**config.mk**
```make
export PLATFORM = sky130hd
export DESIGN_NAME = b_powermonitor_v2
export DESIGN_NICKNAME = d
export VERILOG_FILES = /design/src/rtl/b_powermonitor_pkg.sv /design/src/rtl/b_powermonitor_debounce.sv /design/src/rtl/b_powermonitor_v2.sv
export SDC_FILE = /design/constraint.sdc
export NUM_CORES = 1
export LEC_CHECK = 0
export ABC_AREA = 1
export CORE_ASPECT_RATIO = 0.6
export CORE_MARGIN = 8
export CORE_UTILIZATION = 45
export DETAILED_ROUTE_END_ITERATION = 8
export GPL_TIMING_DRIVEN = 0
export PLACE_DENSITY_LB_ADDON = 0.15
export SLEW_MARGIN = 20
export SYNTH_ARGS = -nofsm -noshare
export SYNTH_HDL_FRONTEND = slang
export SYNTH_SLANG_ARGS = --single-unit
```
**constraint.sdc**
```tcl
create_clock -name clock -period 2.2 [get_ports clock]
set_input_delay 0.22 -clock clock [delete_from_list [all_inputs] [get_ports clock]]
set_output_delay 0.22 -clock clock [all_outputs]
set_load 0.02 [all_outputs]
```
**src/rtl/b_powermonitor_pkg.sv**
```systemverilog
// Shared definitions for the power monitor UDB back end: FSM encoding,
// aggregation modes and the channel-count ceiling.
package b_powermonitor_pkg;

  localparam int unsigned MAX_CONVERTERS = 32;

  localparam int unsigned PGOOD_OR  = 0;
  localparam int unsigned PGOOD_AND = 1;
  localparam int unsigned PGOOD_BUS = 2;

  typedef enum logic [1:0] {
    ST_IDLE     = 2'd0,
    ST_POWER_UP = 2'd1,
    ST_GOOD     = 2'd2,
    ST_FAULT    = 2'd3
  } pm_state_e;

  function automatic logic [MAX_CONVERTERS-1:0] active_mask(input int unsigned n);
    logic [MAX_CONVERTERS-1:0] m;
    m = '0;
    for (int unsigned i = 0; i < MAX_CONVERTERS; i++) begin
      if (i < n) m[i] = 1'b1;
    end
    return m;
  endfunction

endpackage

```
**src/rtl/b_powermonitor_debounce.sv**
```systemverilog
// Single-channel pgood filter: the output follows the input only after
// DebounceCycles consecutive samples that disagree with it.
module b_powermonitor_debounce #(
  parameter int unsigned DebounceCycles = 4
) (
  input  logic i_clock,
  input  logic i_reset_n,
  input  logic i_raw,
  output logic o_filt
);

  localparam int unsigned CntW = $clog2(DebounceCycles + 1);

  logic [CntW-1:0] r_cnt;
  logic            r_filt;

  always_ff @(posedge i_clock or negedge i_reset_n) begin
    if (!i_reset_n) begin
      r_cnt  <= '0;
      r_filt <= 1'b0;
    end else if (i_raw == r_filt) begin
      r_cnt <= '0;
    end else if (r_cnt == CntW'(DebounceCycles - 1)) begin
      r_filt <= i_raw;
      r_cnt  <= '0;
    end else begin
      r_cnt <= r_cnt + 1'b1;
    end
  end

  assign o_filt = r_filt;

endmodule

```
**src/rtl/b_powermonitor_v2.sv**
```systemverilog
// Power monitor back end: per-channel debounce, pgood aggregation,
// power-up supervisor FSM, sticky fault/warn/timeout flags and EOC pulse.
module b_powermonitor_v2
  import b_powermonitor_pkg::*;
#(
  parameter int unsigned NumConverters  = 1,
  parameter int unsigned PgoodConfig    = 0,
  parameter int unsigned DebounceCycles = 4,
  parameter int unsigned TimeoutCycles  = 1000
) (
  input  logic        clock,
  input  logic        reset_n,
  input  logic [31:0] pgood_raw,
  input  logic        ctl_warn,
  input  logic        ctl_fault,
  input  logic        ctl_eoc,
  input  logic        ctl_start,
  input  logic        ctl_clear,
  output logic        fault,
  output logic        warn,
  output logic        eoc,
  output logic [31:0] pgood_bus,
  output logic [1:0]  state,
  output logic        timeout
);

  localparam int unsigned TimerW = 16;
  localparam logic [MAX_CONVERTERS-1:0] ActiveMask = active_mask(NumConverters);

  logic [MAX_CONVERTERS-1:0] w_filt;
  logic [MAX_CONVERTERS-1:0] w_bus_d;
  logic                      w_all_good;

  pm_state_e         r_state;
  pm_state_e         w_state_nxt;
  logic [TimerW-1:0] r_timer;
  logic              w_timer_load;
  logic              w_enter_fault;
  logic              w_set_timeout;

  logic [31:0] r_bus;
  logic        r_fault;
  logic        r_warn;
  logic        r_timeout;
  logic        r_eoc;
  logic        r_eoc_hist;

  // Inactive channels are tied low so every reduction below sees only real converters.
  genvar g;
  generate
    for (g = 0; g < MAX_CONVERTERS; g++) begin : g_ch
      if (g < NumConverters) begin : g_active
        b_powermonitor_debounce #(
          .DebounceCycles(DebounceCycles)
        ) u_deb (
          .i_clock  (clock),
          .i_reset_n(reset_n),
          .i_raw    (pgood_raw[g]),
          .o_filt   (w_filt[g])
        );
      end else begin : g_idle
        logic w_unused_raw;
        assign w_unused_raw = pgood_raw[g];
        assign w_filt[g]    = 1'b0;
      end
    end
  endgenerate

  assign w_all_good = &(w_filt | ~ActiveMask);

  always_comb begin
    w_bus_d = '0;
    case (PgoodConfig)
      PGOOD_OR:  w_bus_d[0] = |w_filt;
      PGOOD_AND: w_bus_d[0] = w_all_good;
      default:   w_bus_d    = w_filt;
    endcase
  end

  always_ff @(posedge clock or negedge reset_n) begin
    if (!reset_n) r_bus <= '0;
    else          r_bus <= w_bus_d;
  end

  always_ff @(posedge clock or negedge reset_n) begin
    if (!reset_n) r_state <= ST_IDLE;
    else          r_state <= w_state_nxt;
  end

  // Clear overrides every transition; good beats timeout in POWER_UP.
  always_comb begin
    w_state_nxt   = r_state;
    w_timer_load  = 1'b0;
    w_enter_fault = 1'b0;
    w_set_timeout = 1'b0;
    if (ctl_clear) begin
      w_state_nxt = ST_IDLE;
    end else begin
      case (r_state)
        ST_IDLE: begin
          if (ctl_start) begin
            w_state_nxt  = ST_POWER_UP;
            w_timer_load = 1'b1;
          end
        end
        ST_POWER_UP: begin
          if (w_all_good) begin
            w_state_nxt = ST_GOOD;
          end else if (r_timer == TimerW'(TimeoutCycles - 1)) begin
            w_state_nxt   = ST_FAULT;
            w_enter_fault = 1'b1;
            w_set_timeout = 1'b1;
          end
        end
        ST_GOOD: begin
          if (!w_all_good) begin
            w_state_nxt   = ST_FAULT;
            w_enter_fault = 1'b1;
          end
        end
        ST_FAULT: w_state_nxt = ST_FAULT;
        default:  w_state_nxt = ST_IDLE;
      endcase
    end
  end

  always_ff @(posedge clock or negedge reset_n) begin
    if (!reset_n)                   r_timer <= '0;
    else if (w_timer_load)          r_timer <= '0;
    else if (r_state == ST_POWER_UP) r_timer <= r_timer + 1'b1;
  end

  always_ff @(posedge clock or negedge reset_n) begin
    if (!reset_n) begin
      r_fault   <= 1'b0;
      r_warn    <= 1'b0;
      r_timeout <= 1'b0;
    end else begin
      if (ctl_fault || w_enter_fault) r_fault <= 1'b1;
      else if (ctl_clear)             r_fault <= 1'b0;

      if (ctl_warn)       r_warn <= 1'b1;
      else if (ctl_clear) r_warn <= 1'b0;

      if (w_set_timeout)  r_timeout <= 1'b1;
      else if (ctl_clear) r_timeout <= 1'b0;
    end
  end

  always_ff @(posedge clock or negedge reset_n) begin
    if (!reset_n) begin
      r_eoc_hist <= 1'b0;
      r_eoc      <= 1'b0;
    end else begin
      r_eoc_hist <= ctl_eoc;
      r_eoc      <= ctl_eoc ^ r_eoc_hist;
    end
  end

  assign fault     = r_fault;
  assign warn      = r_warn;
  assign timeout   = r_timeout;
  assign eoc       = r_eoc;
  assign pgood_bus = r_bus;
  assign state     = r_state;

endmodule

```
# Word level (Yosys, flattened, before mapping)
# Cells that the tools add are included.
dict set report totals {
  reg_bits 28
  latchBits 0
  mem_bits_rw 0
  rom_bits 0
  inputBits 39
  output_inout_bits 38
  wordCells 55
  n_memories 0
}
dict set report op_classes {
  n_addsub 2
  multipliers 0
  div 0
  n_lt_le_gt_ge 0
  eq_ne 9
  n_shift 0
  n_mux 24
  bitwise 2
  n_reduce_logical 8
}
# cell count
set ops {}
lappend ops {{16-bit 2-to-1 mux} 2}
lappend ops {{16-bit by 1-bit adder with 16-bit output, second input constant} 1}
lappend ops {{16-bit by 10-bit equality test with 1-bit output, second input constant} 1}
lappend ops {{1-bit 2-to-1 mux} 13}
lappend ops {{2-bit 2-to-1 mux} 5}
lappend ops {{2-bit case mux with 4 select lines} 1}
lappend ops {{2-bit nonzero test} 4}
lappend ops {{3-bit 2-to-1 mux} 2}
lappend ops {{3-bit != test, second input constant} 2}
lappend ops {{2-bit equality test, second input constant} 2}
lappend ops {{4-bit by 3-bit != test with 1-bit output, second input constant} 1}
lappend ops {{3-bit by 1-bit adder with 3-bit output, second input constant} 1}
lappend ops {{3-bit by 2-bit equality test with 1-bit output, second input constant} 1}
lappend ops {{3-bit AND reduction} 1}
lappend ops {{2-bit by 1-bit equality test with 1-bit output, second input constant} 1}
lappend ops {{2-bit zero test} 1}
lappend ops {{1-bit case mux with 2 select lines} 1}
lappend ops {{2-bit AND reduction} 1}
lappend ops {{1-bit equality test} 1}
lappend ops {{1-bit logical OR} 1}
lappend ops {{1-bit NOT} 1}
lappend ops {{1-bit XOR} 1}

# Depth between registers and ports, before layout
# Gate-level depths: netlist (run 1).
dict set report depth {
  ltp_word 7
  mapped_depth 11
  ltp_nobuf 11
}

# Modules after synthesis
# A second synthesis (run 1) with hierarchy kept.
dict set report unflattened {
  cells_unflattened 225
  area_unflattened_um2 1730.4
}
# module n_inst cells_per_inst area_each_um2
set by_module_without_submodules {}
lappend by_module_without_submodules {b_powermonitor_v2 1 202 1544.0}
lappend by_module_without_submodules {b_powermonitor_debounce 1 23 186.4}

# Worst setup path after synthesis (run 1)
# OpenSTA, ideal clock, no wires.
dict set report synth_timing {
  kind {register to register}
  start {register r_state[1], in the netlist state[1]}
  end {register r_timer[10]}
  setup_ns 0.121
  arrival_time_ns 1.452
  path_slack_ns 0.628
  path_stages_with_launch 10
  n_path_buf 0
  period_less_slack_ns 1.572
  path_cell_list {dfrtp_1 inv_1 ha_1 inv_2 nor2_4 inv_2 nor3_4 nand2_1 o21ai_1 a21oi_1}
}
dict set report synth_via {
  elab_chain_cells 4
}
# element line_no
set synth_rtl {}
lappend synth_rtl {{start, declared} b_powermonitor_v2.sv:34} ;# pm_state_e r_state;
lappend synth_rtl {{start signal, assigned} b_powermonitor_v2.sv:87} ;# else r_state <= w_state_nxt;
lappend synth_rtl {{2-bit zero test} b_powermonitor_v2.sv:99} ;# case (r_state)
lappend synth_rtl {{1-bit 2-to-1 mux} b_powermonitor_v2.sv:99}
lappend synth_rtl {{1-bit 2-to-1 mux} b_powermonitor_v2.sv:96} ;# if (ctl_clear) begin
lappend synth_rtl {{16-bit 2-to-1 mux or 2-bit nonzero test (tied branches)} --}
lappend synth_rtl {{end signal, assigned} b_powermonitor_v2.sv:130} ;# else if (r_state == ST_POWER_UP) r_timer <= r_timer + 1'b1;
lappend synth_rtl {{end, declared} b_powermonitor_v2.sv:36} ;# logic [TimerW-1:0] r_timer;
# Several ways; a longest one is shown, not always the timed one.
# A chain may end at the register's enable or synchronous reset.

# Worst setup path in the final report (run 1)
# Ends and elaborated chain as after synthesis.

==> results of run 1 <==
[report_power, final]
part	switching (mW)	internal, mW	leakage [nW]
clock network	0.158	0.160	0.0288
logic	0.319	0.231	0.703
registers	0.0697	0.596	0.368
[metal layers]
metal	share of wire, %	track usage [%]	wire length, um	vias to the layer above
met5	0	0	0	-
met4	0.89	2.901	29	0
met3	11	3.783	345	5
met2	38	14.25	1224	52
met1	51	16.66	1658	553
li1	-	-	-	691
[path summary, 6_finish.rpt]
kind | cells past startpoint | end | slack [ps] | from
max | 9 | r_timer[10] | 460 | state[1]
min | 1 | r_eoc_hist | 420 | ctl_eoc
max reg2reg | 9 | r_timer[10] | 460 | state[1]
min reg2reg | 1 | g_ch[0].g_active.u_deb.r_cnt[0] | 440 | g_ch[0].g_active.u_deb.r_cnt[0]
max in group asynchronous | 2 | r_timer[4] | 1260 | reset_n
min in group asynchronous | 2 | r_timer[6] | 520 | reset_n
[cell usage after synthesis]
| library cell | instances |
|---|---|
| nand3b_1 | 1 |
| a21o_1 | 1 |
| nand4_1 | 2 |
| nor2_4 | 2 |
| nand2_2 | 1 |
| o21ai_0 | 6 |
| nand3_1 | 8 |
| a31oi_1 | 1 |
| o21a_1 | 1 |
| nor3_1 | 3 |
| nor3b_1 | 1 |
| xor2_1 | 1 |
| nor2_1 | 26 |
| buf_2 | 1 |
| a21oi_1 | 14 |
| inv_1 | 27 |
| nor2_2 | 2 |
| xnor2_1 | 2 |
| o21ai_1 | 1 |
| dfrtp_1 | 28 |
| o41ai_1 | 1 |
| conb_1 | 1 |
| nor3_4 | 1 |
| buf_4 | 31 |
| nand2_1 | 36 |
| ha_1 | 6 |
| inv_2 | 3 |
| nand3_2 | 1 |
[layout make-up]
class                           count  area share (%)
Timing Repair Buffer               15           7.095
Buffer                             32           11.62
Clock buffer                        4           2.691
Sequential cell                    28           34.25
Inverter                           30           5.505
Tap cell                           47           2.875
Multi-Input combinational cell    149           35.96
[worst reg2reg max path: stages (launching register included)]
cell     delay [ps]
dfrtp_1         440
inv_1           100
ha_1            310
inv_2           110
nor2_4          150
inv_2            70
nor3_4          160
nand2_1         100
o21ai_1         130
a21oi_1          60
[metrics by stage]
step | area, um^2 | hold slack, ps | util, % | std cells | total power, mW
floorplan | 1787 | -75.59 | - | 239 | 1.066
global placement | 1986 | 429.5 | 54.91 | 300 | 1.222
detailed placement | 1981 | 281.3 | 54.78 | 300 | 1.226
CTS | 2046 | 418.4 | 56.57 | 305 | 1.552
global route | 2046 | 422.1 | 56.57 | 305 | 1.653
finish | 2046 | 421.8 | 56.57 | 305 | 1.534
[kinds of logic (layout without fill, tap and decap cells)]
family	count (synthesis)	in the layout	synth area share, %
and+or+nand+nor	84	84	22.87
buffers and inverters	62	81	20.93
DFF	28	28	41.85
AOI/OAI and AO/OA	25	25	8.072
adders and majority gates	6	6	4.484
xor gates and xnor gates	3	3	1.570
other	1	31	0.2240
[layout by cell type (no fill, tap or decap), types with 2 or more instances in the layout]
| master | count |
|---|---|
| nand2_1 | 36 |
| buf_4 | 31 |
| conb_1 | 31 |
| dfrtp_1 | 28 |
| inv_1 | 27 |
| nor2_1 | 26 |
| a21oi_1 | 14 |
| clkdlybuf4s50_1 | 13 |
| nand3_1 | 8 |
| o21ai_0 | 6 |
| ha_1 | 6 |
| clkbuf_8 | 4 |
| nor3_1 | 3 |
| inv_2 | 3 |
| xnor2_1 | 2 |
| nor2_2 | 2 |
| nor2_4 | 2 |
| buf_2 | 2 |
| nand4_1 | 2 |
[flip-flops by register name, indices dropped and copies added, names as in the netlist]
name                        cells
eoc                             1
fault                           1
g_ch.g_active.u_deb.o_filt      1
g_ch.g_active.u_deb.r_cnt       3
pgood_bus                       1
r_eoc_hist                      1
r_timer                        16
state                           2
timeout                         1
warn                            1
==> metrics.txt, run 1 <==
slew margin rel. 57.64%; clock sinks 28; CTS tree yes; critical path endpoint category register; CP max-delay cell dfrtp_1; initial antenna violation count 0; vias post-DR 1,301; largest cells by area after synthesis dfrtp_1 (42%), buf_4 (14%), nand2_1 (8.1%), inv_1 (6.1%), nor2_1 (5.8%); # hold bufs at CTS 1; Synth Area per Inst 8.010 um^2; CP dominant cell by count inv_2; setup TNS 0 ps; kind of critical path register to register; fmax 576.3 MHz; HP Class primary input to register; Routed Antenna Nets 0; post-layout min period 1735 ps; Crit path buffers/inverters 3; post-CTS sizing 0; area taken by multi-input logic gates roughly 740 um^2; Tot GR Track Use between 10% and 20%; Max VDD drop 0.0004644 V; Via density 4.266; Initial Util a little under half; clock buffer depth 2; Die ar. 0.005992 mm^2; Worst EP required roughly 2400 ps; number of global-route vias before repair 1,146; drt first-iter violations 58; DP Wirelength 2684 um; Root Driver clkbuf_8; fillers 357; register area share after synthesis 41.85%; clk_lat worst skew roughly 280 ps; register area 700.7 um^2; Detailed Routing Iterations Pass 1 4; Hold Fails Final Rpt 0; global-route wire length before repair around 5300 um; Setup Skew 4.338 ps; Maximum Capacitance Violations 0; Post-Synthesis Cells 209; die height roughly 63 um; Final #Nets 304; type of origin of the critical path register; Final setup viols 0; core area between 0.003 and 0.004 mm^2; number of synthesized register bits 28; mapped cell area 0.001674 mm^2; diodes inserted 0; input/output buffers 14; share of cells above drive strength 1 approximately 18%; crit-path cells inv_1 > ha_1 > inv_2 > nor2_4 > inv_2 > nor3_4 > nand2_1 > o21ai_1 > a21oi_1; max-slew violations 0; period utilisation layout 78.88%; Crit path max-delay family flip-flops; Routed WL 3259 um; die width 94.74 um; DRC 0; Max stage delay on crit path 440 ps; Max Fanout on Critical Path 5; RSZ-0062 raised after global routing false; pre-CTS WS 473.2 ps; Layout Area Growth over Synthesis 22.20%; status complete, no violations; Slew @ Worst Pin 635.4 ps; H-tree levels 1; P_leak around 1.1 nW; share of the synthesized area in the top cell type 41.85%; Arr. time, crit path 1910 ps; Top-Level Pins 77; Yosys Warn Count 0; cell taking the most area after synthesis dfrtp_1; Worst-path clk slew 90 ps; # rows 17; power per cell area 749.8 mW/mm^2; gpl congestion 0.8288; Post-CTS Setup Bufs 0; GR Overflow Total 0; pin count of the biggest net entering global routing 29; Yosys cell types 28; wire per inst roughly 11 um; worst setup margin ~460 ps; Num CTS Buffers 3
(Power assumes the default switching activity.)
==> inputs of run 2 (changes only) <==
--- a/config.mk
+++ b/config.mk
@@ -8,7 +8,7 @@
 export ABC_AREA = 1
 export CORE_ASPECT_RATIO = 0.6
 export CORE_MARGIN = 8
-export CORE_UTILIZATION = 45
+export CORE_UTILIZATION = 37
 export DETAILED_ROUTE_END_ITERATION = 8
 export GPL_TIMING_DRIVEN = 0
 export PLACE_DENSITY_LB_ADDON = 0.15
==> constraint.sdc (replaced) <==
create_clock -name clock -period 1.4 [get_ports clock]
set_input_delay 0.14 -clock clock [delete_from_list [all_inputs] [get_ports clock]]
set_output_delay 0.14 -clock clock [all_outputs]
set_load 0.02 [all_outputs]
==> metrics.txt, run 2 (synthesis results as in run 1) <==
status finished with violations (was complete, no violations); violated checks setup timing; smallest hold slack 349.9 ps (was 421.8 ps); # rows 19 (was 17); Layout Area Growth over Synthesis 41.63% (was 22.20%); Final setup viols 7 (was 0); fmax 671.2 MHz (was 576.3 MHz); wire per inst 11.46 um (was 10.69 um); share of cells above drive strength 1 33.46% (was 18.22%); CTS tree yes (unchanged); number of global-route vias before repair 1,231 (was 1,146); final instance area 0.002371 mm^2 (was 0.002046 mm^2); crit-path cells inv_4 > ha_4 > buf_6 > nand3_4 > nor2_4 > nand2_2 > nor2_4 > nand2_1 > a21oi_1 (was inv_1 > ha_1 > inv_2 > nor2_4 > inv_2 > nor3_4 > nand2_1 > o21ai_1 > a21oi_1); Max VDD drop 0.0006407 V (was 0.0004644 V); Biggest register r_timer (unchanged); clock buffer depth 2 (unchanged); max reg flops 16 (unchanged); Tot GR Track Use 10.85% (was 11.09%); Final #Nets 315 (was 304); Crit path buffers/inverters 2 (was 3); HP Class primary input to register (unchanged); Finished Layout Cells 332 (was 305); initial antenna violation count 0 (unchanged); CP max-delay cell dfrtp_2 (was dfrtp_1); Routed Antenna Nets 0 (unchanged); placed cell area 0.002023 mm^2 (was 0.001981 mm^2); commonest non-fill, non-tap cell in the layout buf_4 (was nand2_1); met1 Track Usage GR 16.40% (was 16.66%); die width 102.8 um (was 94.74 um); Max stage delay on crit path 450 ps (was 440 ps); Arr. time, crit path 1700 ps (was 1910 ps); Routed WL 3806 um (was 3259 um); Crit path max-delay family simple AND/OR/NAND/NOR gates (was flip-flops); die height 68.11 um (was 63.25 um); Via density 4.045 (was 4.266); Hold Fails Final Rpt 0 (unchanged); Max Fanout on Critical Path 4 (was 5); RSZ-0062 raised after global routing true (was false); Die ar. 0.007004 mm^2 (was 0.005992 mm^2); Worst EP required 1610 ps (was 2370 ps); kind of critical path register to register (unchanged); Maximum Capacitance Violations 0 (unchanged); slew margin rel. 57.07% (was 57.64%); type of origin of the critical path register (unchanged); DRC 0 (unchanged); Worst-path clk slew 100 ps (was 90 ps); met3 Track Usage GR 3.147% (was 3.783%); max-slew violations 0 (unchanged); overall power 3.085 mW (was 1.534 mW); most frequent cells in the layout buf_4 (41), conb_1 (31), nand2_1 (28) (was nand2_1 (36), buf_4 (31), conb_1 (31)); H-tree levels 1 (unchanged); worst setup margin -89.96 ps (was 464.7 ps); Slew @ Worst Pin 644.0 ps (was 635.4 ps); power per cell area 1301 mW/mm^2 (was 749.8 mW/mm^2); Setup Skew 3.839 ps (was 4.338 ps); P_leak 1.224 nW (was 1.099 nW); diodes inserted 0 (unchanged); fin util 53.05% (was 56.57%); met2 Track Usage GR 14.41% (was 14.25%); pin count of the biggest net entering global routing 29 (unchanged); Top-Level Pins 77 (unchanged); clk_lat worst skew 280 ps (about the same); CP dominant cell by count nor2_4 (was inv_2); global-route wire length before repair 5920 um (was 5326 um); Root Driver clkbuf_8 (unchanged); Initial Util 37.46% (was 46.30%); core area 0.004469 mm^2 (was 0.003616 mm^2); critical path endpoint category register (unchanged); gpl congestion 0.8067 (was 0.8288); DP Wirelength 2731 um (was 2684 um); vias post-DR 1,343 (was 1,301); Top Usage Layer GRT met1 (unchanged); post-layout min period 1490 ps (was 1735 ps); GR Overflow Total 0 (unchanged); input/output buffers 14 (unchanged); Num CTS Buffers 3 (unchanged); clock sinks 28 (unchanged); placed insts 316 (was 300); Detailed Routing Iterations Pass 1 4 (unchanged); drt first-iter violations 53 (was 58); fillers 429 (was 357); period utilisation layout 106.4% (was 78.88%)
==> run 2: changes by cell type in the layout (fill, tap and decap cells not counted), sizes merged <==
cell / before / now
buf: 33 / 44
bufinv: 0 / 1
clkbuf: 4 / 3
clkdlybuf4s50: 13 / 8
dlygate4sd2: 0 / 2
dlymetal6s2s: 0 / 3
==> run 2: timing repair <==
| action | CTS | global route |
|---|---|---|
| setup endpoints to repair | 17 | 20 |
| gates resized for setup | 9 | 40 |
| pin swaps | 4 | 9 |
| hold buffers | 1 | 0 |
| endpoints found under the hold margin | 28 | 0 |
| buffers inserted | 7 | 4 |
==> run 2: per-stage QoR <==
step	worst slack, ps	TNS (ps)
after detailed placement	-126.4	-672.3
after floorplan	-20.29	-20.29
after global placement	-446.0	-10340
final	-89.96	-267.6
after CTS	-93.33	-368.1
after global routing	-178.3	-1294
==> run 2: layer usage <==
layer,wire length (um),share of wire (%)
met5,0,0
met1,1924,51
met3,249,6.5
met2,1605,42
met4,27,0.71
==> run 2: cell type report <==
type	instances	area (um^2)	share of cell area, %
clock inverters	1	30.03	1.266
plain buffers	32	237.7	10.03
repair buffers	26	236.5	9.974
flip-flops and latches	28	704.4	29.71
inverters	30	117.6	4.960
multi-input cells	149	924.6	39.00
clock buffers	3	41.29	1.741
well taps	63	78.83	3.325
==> run 2: power by group <==
group / switching, mW / internal [mW] / total [mW]
logic: 0.734 / 0.627 / 1.36
clock network: 0.269 / 0.383 / 0.652
registers: 0.132 / 0.941 / 1.07
==> run 2: path summary, 6_finish.rpt <==
check	cells past startpoint	end	startpoint	slack [ps]
worst min-delay path	1	r_eoc_hist	ctl_eoc	350
max in group asynchronous	2	state[0]	reset_n	520
min in group asynchronous	2	warn	reset_n	420
worst min register to register	1	g_ch[0].g_active.u_deb.r_cnt[0]	g_ch[0].g_active.u_deb.r_cnt[0]	440
worst max register to register	9	r_timer[11]	state[1]	-90
worst max-delay path	9	r_timer[11]	state[1]	-90
==> run 2: worst reg2reg max path: cells and delay by family, from the launching register on <==
| kind | cells | cell delay [ps] |
|---|---|---|
| AND/OR/NAND/NOR | 5 | 500 |
| adder cells (fa/ha/maj) | 1 | 150 |
| flip-flops | 1 | 450 |
| buffers and inverters | 2 | 190 |
| AO/OA/AOI/OAI | 1 | 140 |
